--- src/rtl/pipe_stage_chain_pkg.sv ---
// Shared types and sizing helpers for the elastic pipeline-register chain.
package pipe_pkg;

    localparam int MAX_STAGES = 16;

    typedef struct packed {
        logic valid;
        logic stall;
        logic flush;
    } stage_ctl_t;

    function automatic int occ_width(input int stages);
        return $clog2(stages + 1);
    endfunction

endpackage

--- src/rtl/pipe_stage_chain_if.sv ---
// Producer/consumer handshake bundle at the two ends of the pipeline chain.
interface pipe_stage_chain_if #(
    parameter int WIDTH = 32
);
    logic             in_valid;
    logic [WIDTH-1:0] in_data;
    logic             in_ready;
    logic             flush_in;
    logic             out_valid;
    logic [WIDTH-1:0] out_data;
    logic             out_ready;

    modport master (
        output in_valid, in_data, flush_in, out_ready,
        input  in_ready, out_valid, out_data
    );

    modport slave (
        input  in_valid, in_data, flush_in, out_ready,
        output in_ready, out_valid, out_data
    );
endinterface

--- src/rtl/pipe_stage_chain_stage.sv ---
// One elastic register stage: valid + payload with per-stage hold and kill.
module pipe_stage
    import pipe_pkg::*;
#(
    parameter int WIDTH = 32
) (
    input  logic             clk,
    input  logic             rst_n,
    input  stage_ctl_t       ctl,
    input  logic [WIDTH-1:0] load_data,
    input  logic             next_ready,
    output logic             ready,
    output logic             offer,
    output logic             valid,
    output logic [WIDTH-1:0] data
);
    logic v_eff;
    logic adv;

    // A killed entry neither advances nor holds its slot.
    assign v_eff = valid & ~ctl.flush;
    assign offer = v_eff & ~ctl.stall;
    assign adv   = offer & next_ready;
    assign ready = ~v_eff | adv;

    always_ff @(posedge clk) begin
        if (!rst_n) begin
            valid <= 1'b0;
            data  <= '0;
        end else if (ready) begin
            valid <= ctl.valid;
            if (ctl.valid) begin
                data <= load_data;
            end
        end
    end
endmodule

--- src/rtl/pipe_stage_chain.sv ---
// Parametrised elastic pipeline-register chain with per-stage stall/flush,
// occupancy tracking and a saturating input-stall counter.
module pipe_stage_chain
    import pipe_pkg::*;
#(
    parameter int WIDTH  = 32,
    parameter int STAGES = 4,
    parameter int CNT_W  = 16
) (
    input  logic                            clk,
    input  logic                            rst_n,
    pipe_stage_chain_if.slave               bus,
    input  logic [STAGES-1:0]               stall_req,
    input  logic [STAGES-1:0]               flush_mask,
    output logic [STAGES-1:0]               stage_valid,
    output logic [STAGES*WIDTH-1:0]         stage_data,
    output logic [occ_width(STAGES)-1:0]    occupancy,
    output logic [CNT_W-1:0]                stall_cnt
);
    localparam int OCC_W = occ_width(STAGES);

    logic [STAGES-1:0] ready;
    logic [STAGES-1:0] offer;
    logic [STAGES-1:0] incoming;
    logic [STAGES-1:0] next_ready;
    logic [STAGES-1:0] next_valid;
    logic [OCC_W-1:0]  occ_next;

    for (genvar i = 0; i < STAGES; i++) begin : g_stage
        stage_ctl_t       ctl;
        logic [WIDTH-1:0] load_data;

        // Stage i only samples its input when ready, so offer[i-1] is
        // equivalent to adv[i-1] at the point of use.
        if (i == 0) begin : g_head
            assign incoming[i] = bus.in_valid & ~bus.flush_in;
            assign load_data   = bus.in_data;
        end else begin : g_body
            assign incoming[i] = offer[i-1];
            assign load_data   = stage_data[(i-1)*WIDTH +: WIDTH];
        end

        if (i == STAGES - 1) begin : g_tail
            assign next_ready[i] = bus.out_ready;
        end else begin : g_mid
            assign next_ready[i] = ready[i+1];
        end

        assign ctl = '{valid: incoming[i], stall: stall_req[i], flush: flush_mask[i]};

        pipe_stage #(.WIDTH(WIDTH)) u_stage (
            .clk        (clk),
            .rst_n      (rst_n),
            .ctl        (ctl),
            .load_data  (load_data),
            .next_ready (next_ready[i]),
            .ready      (ready[i]),
            .offer      (offer[i]),
            .valid      (stage_valid[i]),
            .data       (stage_data[i*WIDTH +: WIDTH])
        );
    end

    assign bus.in_ready  = ready[0];
    assign bus.out_valid = offer[STAGES-1];
    assign bus.out_data  = stage_data[(STAGES-1)*WIDTH +: WIDTH];

    assign next_valid = (ready & incoming) | (~ready & stage_valid);

    always_comb begin
        occ_next = '0;
        for (int k = 0; k < STAGES; k++) begin
            occ_next = occ_next + OCC_W'(next_valid[k]);
        end
    end

    always_ff @(posedge clk) begin
        if (!rst_n) begin
            occupancy <= '0;
            stall_cnt <= '0;
        end else begin
            occupancy <= occ_next;
            if (bus.in_valid && !ready[0] && !(&stall_cnt)) begin
                stall_cnt <= stall_cnt + CNT_W'(1);
            end
        end
    end
endmodule

--- src/flat_wrapper.sv ---
// flat-port wrapper written by rule: the top's interface ports become plain ports
module pipe_stage_chain_flat import pipe_pkg::*;
#(
    parameter int WIDTH  = 32,
    parameter int STAGES = 4,
    parameter int CNT_W  = 16
)
  (clk, rst_n, stall_req, flush_mask, stage_valid, stage_data, occupancy, stall_cnt, bus_in_valid, bus_in_data, bus_flush_in, bus_out_ready, bus_in_ready, bus_out_valid, bus_out_data);
  pipe_stage_chain_if #(.WIDTH(WIDTH)) bus_i ();
  input  logic clk;
  input  logic rst_n;
  input  logic [STAGES-1:0] stall_req;
  input  logic [STAGES-1:0] flush_mask;
  output logic [STAGES-1:0] stage_valid;
  output logic [STAGES*WIDTH-1:0] stage_data;
  output logic [occ_width(STAGES)-1:0] occupancy;
  output logic [CNT_W-1:0] stall_cnt;
  input wire logic [$bits(bus_i.in_valid)-1:0] bus_in_valid;
  input wire logic [$bits(bus_i.in_data)-1:0] bus_in_data;
  input wire logic [$bits(bus_i.flush_in)-1:0] bus_flush_in;
  input wire logic [$bits(bus_i.out_ready)-1:0] bus_out_ready;
  output wire logic [$bits(bus_i.in_ready)-1:0] bus_in_ready;
  output wire logic [$bits(bus_i.out_valid)-1:0] bus_out_valid;
  output wire logic [$bits(bus_i.out_data)-1:0] bus_out_data;
  assign bus_i.in_valid = bus_in_valid;
  assign bus_i.in_data = bus_in_data;
  assign bus_i.flush_in = bus_flush_in;
  assign bus_i.out_ready = bus_out_ready;
  assign bus_in_ready = bus_i.in_ready;
  assign bus_out_valid = bus_i.out_valid;
  assign bus_out_data = bus_i.out_data;
  pipe_stage_chain #(.WIDTH(WIDTH), .STAGES(STAGES), .CNT_W(CNT_W)) u_core (.clk(clk), .rst_n(rst_n), .bus(bus_i), .stall_req(stall_req), .flush_mask(flush_mask), .stage_valid(stage_valid), .stage_data(stage_data), .occupancy(occupancy), .stall_cnt(stall_cnt));
endmodule
--- config.mk ---
export PLATFORM = sky130hd
export DESIGN_NAME = pipe_stage_chain_flat
export DESIGN_NICKNAME = d
export VERILOG_FILES = /design/src/rtl/pipe_stage_chain_pkg.sv /design/src/rtl/pipe_stage_chain_if.sv /design/src/rtl/pipe_stage_chain_stage.sv /design/src/rtl/pipe_stage_chain.sv /design/src/flat_wrapper.sv
export SDC_FILE = /design/constraint.sdc
export NUM_CORES = 1
export LEC_CHECK = 0
export BUFFER_PORTS_ARGS = -buffer_cell sky130_fd_sc_hd__clkbuf_2
export CORE_MARGIN = 3
export CORE_UTILIZATION = 24
export CTS_CLUSTER_SIZE = 20
export DETAILED_ROUTE_END_ITERATION = 8
export PLACE_DENSITY = 0.5
export SLEW_MARGIN = 20
export SYNTH_ARGS = -nofsm -noshare
export SYNTH_HDL_FRONTEND = slang
export SYNTH_SLANG_ARGS = --single-unit
--- constraint.sdc ---
create_clock -name clk -period 2.6 [get_ports clk]
set_input_delay 0.26 -clock clk [delete_from_list [all_inputs] [get_ports clk]]
set_output_delay 0.26 -clock clk [all_outputs]
set_load 0.05 [all_outputs]
==> flow_metrics.py <==
metrics = {
    "placement": {
        "dp_cells": 1186,
        "routabilityCongestion": 0.761,
        "dpl.hpwl_um": 12700,
        "placed_area_um2": 7320,
        "port_buffers": 229,
    },
    "clock_network": {
        "cts_tree": "done",
        "hold_buffers": 0,
        "root_buffer": "clkbuf_16",
        "path_clk_slew_ns": 0.06,
        "cts_buffers": 17,
        "ctsResizeCount": 0,
        "insertion_delay_ns": 0.42,
        "clock_path_buffers": 2,
        "post_cts_buffers": 0,
        "cts.sinks": 151,
        "htree_levels": 4,
    },
    "detailed_routing": {
        "drt-pass1-iter-count": 4,
        "drt-total-wl_um": 18300,
        "num_vias": 5268,
        "wl_per_cell_um": 15.0,
        "drcViolationCount": 0,
        "drtAntennaViolNets": 0,
        "vias_per_cell": 4.33,
        "drt_first_iter_violations": 287,
    },
    "setup_path": {
        "crit_required_ns": 2.91,
        "critical_path.max_fanout": 3,
        "crit_chain": "nor2b_4 > o221ai_2 > or2_2 > o21ai_0 > ha_1 > fa_1 > ha_1 > and2_1",
        "crit_arrival_ns": 2.67,
        "endpoint_kind": "register",
        "startpoint_type": "register",
        "crit_top_cell": "ha_1",
        "slowest_delay_ns": 0.40,
        "critical_path.slowest_cell": "fa_1",
        "critPathKind": "reg2reg",
    },
    "synthesis": {
        "netlist_top_cells_count": "nand2_1, dfxtp_1, a21oi_1, mux2i_1, buf_4",
        "synth-seq-cells": 151,
        "syn_area_um2": 6040,
        "syn_avg_cell_area_um2": 8.67,
        "synth_edf_count": 0,
        "synthArstFlopShare_pct": 0,
        "synth_flop_cell": "dfxtp_1",
        "synth_cells": 697,
        "post-synth-top-count-cell": "nand2_1",
        "yosys_warnings": 0,
        "ys_types": 40,
        "synth_area_leaders": "dfxtp_1, nand2_1, mux2i_1",
        "synth_top_area_cell": "dfxtp_1",
        "yosysTopAreaCellShare_pct": 50.1,
        "synth_fp_nets": 746,
        "ys_seq_area_share_pct": 50.1,
    },
    "global_routing": {
        "antenna_found_initial": 0,
        "gr-total-overflow": 0,
        "grt_max_degree": 56,
        "grt_pass1_wl_um": 28000,
        "grt_pass1_vias": 4865,
        "grtUsageTotal_pct": 13.3,
    },
    "final_layout": {
        "nets": 930,
        "instances_no_fill": 1218,
        "num-fill-cells": 2655,
        "fin_area_um2": 7900,
        "multiInputGateArea_um2": 2580,
        "regArea_um2": 3020,
        "drive_gt1_share_pct": 32.3,
        "antenna_cells": 0,
        "area_growth_pct": 30.7,
    },
    "die": {
        "die_h_um": 165,
        "die_area_um2": 27100,
        "die_w_um": 165,
        "start_util_pct": 24.6,
        "pin_count": 230,
        "core_um2": 24500,
        "rows": 57,
    },
    "sta": {
        "maxSlewViolCount": 0,
        "fin_skew_ns": 0.00981,
        "max_freq_mhz": 424,
        "relSlewSlack_pct": 46.6,
        "period_share_pct": 90.6,
        "hold_viol": 0,
        "rsz0062_at_grt": "false",
        "finalSetupTns_ns": 0,
        "worst_pin_slew_ns": 0.801,
        "min_period_ns": 2.36,
        "setup_viol": 0,
    },
    "worst_hold_path": {
        "hp-class": "in2reg",
    },
    "power_and_ir_drop": {
        "p_leak_uw": 0.00334,
        "peakVddDrop_uv": 339,
        "p_per_area_nw_per_um2": 646,
    },
    "run": {
        "maxCapViolations": 0,
    },
    "status": {
        "outcome": "completed",
    },
}
logic make-up (layout without fill, tap and decap cells):
group,count (synthesis),after routing,synth area share [%]
adder cells (fa/ha/maj),4,4,0.953
flip-flops,151,151,50.1
buffers and inverters,83,280,7.83
multiplexers,66,66,10.9
AO/OA/AOI/OAI,104,104,9.61
AND/OR/NAND/NOR,289,289,20.6
flip-flops by register name, indices dropped and copies added, names as in the netlist:
register / cells
u_core.g_stage.u_stage.data: 128
u_core.occupancy: 3
u_core.g_stage.u_stage.valid: 4
u_core.stall_cnt: 16
cells in the final DEF (no fill, tap or decap), types with 3 or more instances in the layout:
cell | Yosys | layout
clkbuf_2 | 0 | 228
nand2_1 | 202 | 201
dfxtp_1 | 151 | 151
a21oi_1 | 78 | 77
mux2i_1 | 66 | 66
nor2_1 | 34 | 34
clkbuf_16 | 0 | 17
buf_4 | 39 | 11
or4_1 | 9 | 9
and2_1 | 9 | 8
o31ai_1 | 8 | 8
nand2b_1 | 6 | 6
nand3_1 | 6 | 6
o21ai_0 | 5 | 5
clkinvlp_4 | 0 | 5
inv_1 | 4 | 4
nor4_1 | 4 | 4
clkinv_2 | 0 | 4
and4_1 | 3 | 3
or3_1 | 3 | 3
nand4_1 | 3 | 3
ha_1 | 3 | 3
buf_12 | 0 | 3
worst paths after layout:
kind,from,to,slack [ns],depth (start not counted)
min,bus_in_data[1],u_core.g_stage[0].u_stage.data[1]$_SDFFE_PN0P_,0.07,3
min reg2reg,u_core.g_stage[2].u_stage.data[30]$_SDFFE_PN0P_,u_core.g_stage[3].u_stage.data[30]$_SDFFE_PN0P_,0.47,2
max,u_core.g_stage[1].u_stage.valid$_SDFFE_PN0P_,u_core.occupancy[1]$_SDFF_PN0_,0.24,8
max reg2reg,u_core.g_stage[1].u_stage.valid$_SDFFE_PN0P_,u_core.occupancy[1]$_SDFF_PN0_,0.24,8
worst max-delay path, delay by kind of cell (launching register included):
family	cells	cell delay (ns)
compound gates	2	0.25
simple gates	3	0.67
flops	1	0.35
fa+ha+maj	3	0.97
cell type report:
type | count | share of cell area [%]
clock buffer | 20 | 5.66
timing repair buffer | 243 | 16.3
sequential | 151 | 38.3
multi-input combinational | 463 | 32.7
tap | 324 | 5.13
inverter | 5 | 0.269
clock inverter | 12 | 1.60
report_power, final:
group          leakage [uW]  internal (uW)  switching, uW
logic               0.00186           95.5            225
clock network      0.000268           1430            983
registers           0.00122           2340           22.7
total               0.00334           3870           1230
metrics by stage:
| step | hold slack (ns) | util, % | total power (uW) | setup slack, ns |
|---|---|---|---|---|
| 2_1_floorplan | 0.404 | - | 2630 | 0.0582 |
| 3_3_place_gp | 0.458 | 29.8 | 2740 | 0.192 |
| 3_5_place_dp | 0.460 | 29.8 | 2740 | 0.116 |
| 4_1_cts | 0.0512 | 32.2 | 5190 | 0.115 |
| 5_1_grt | 0.0604 | 32.2 | 5320 | 0.0552 |
| 6_report | 0.0703 | 32.2 | 5100 | 0.244 |
routing by layer:
layer  wire [um]  vias to the layer above  GRT usage, %
met5           0                        -             0
met4         235                        0          4.23
met3        1100                       13          3.94
met2        8280                      153          20.6
met1        8710                     2442          17.8
li1            -                     2660             -
Power figures use the tool's default switching activity.
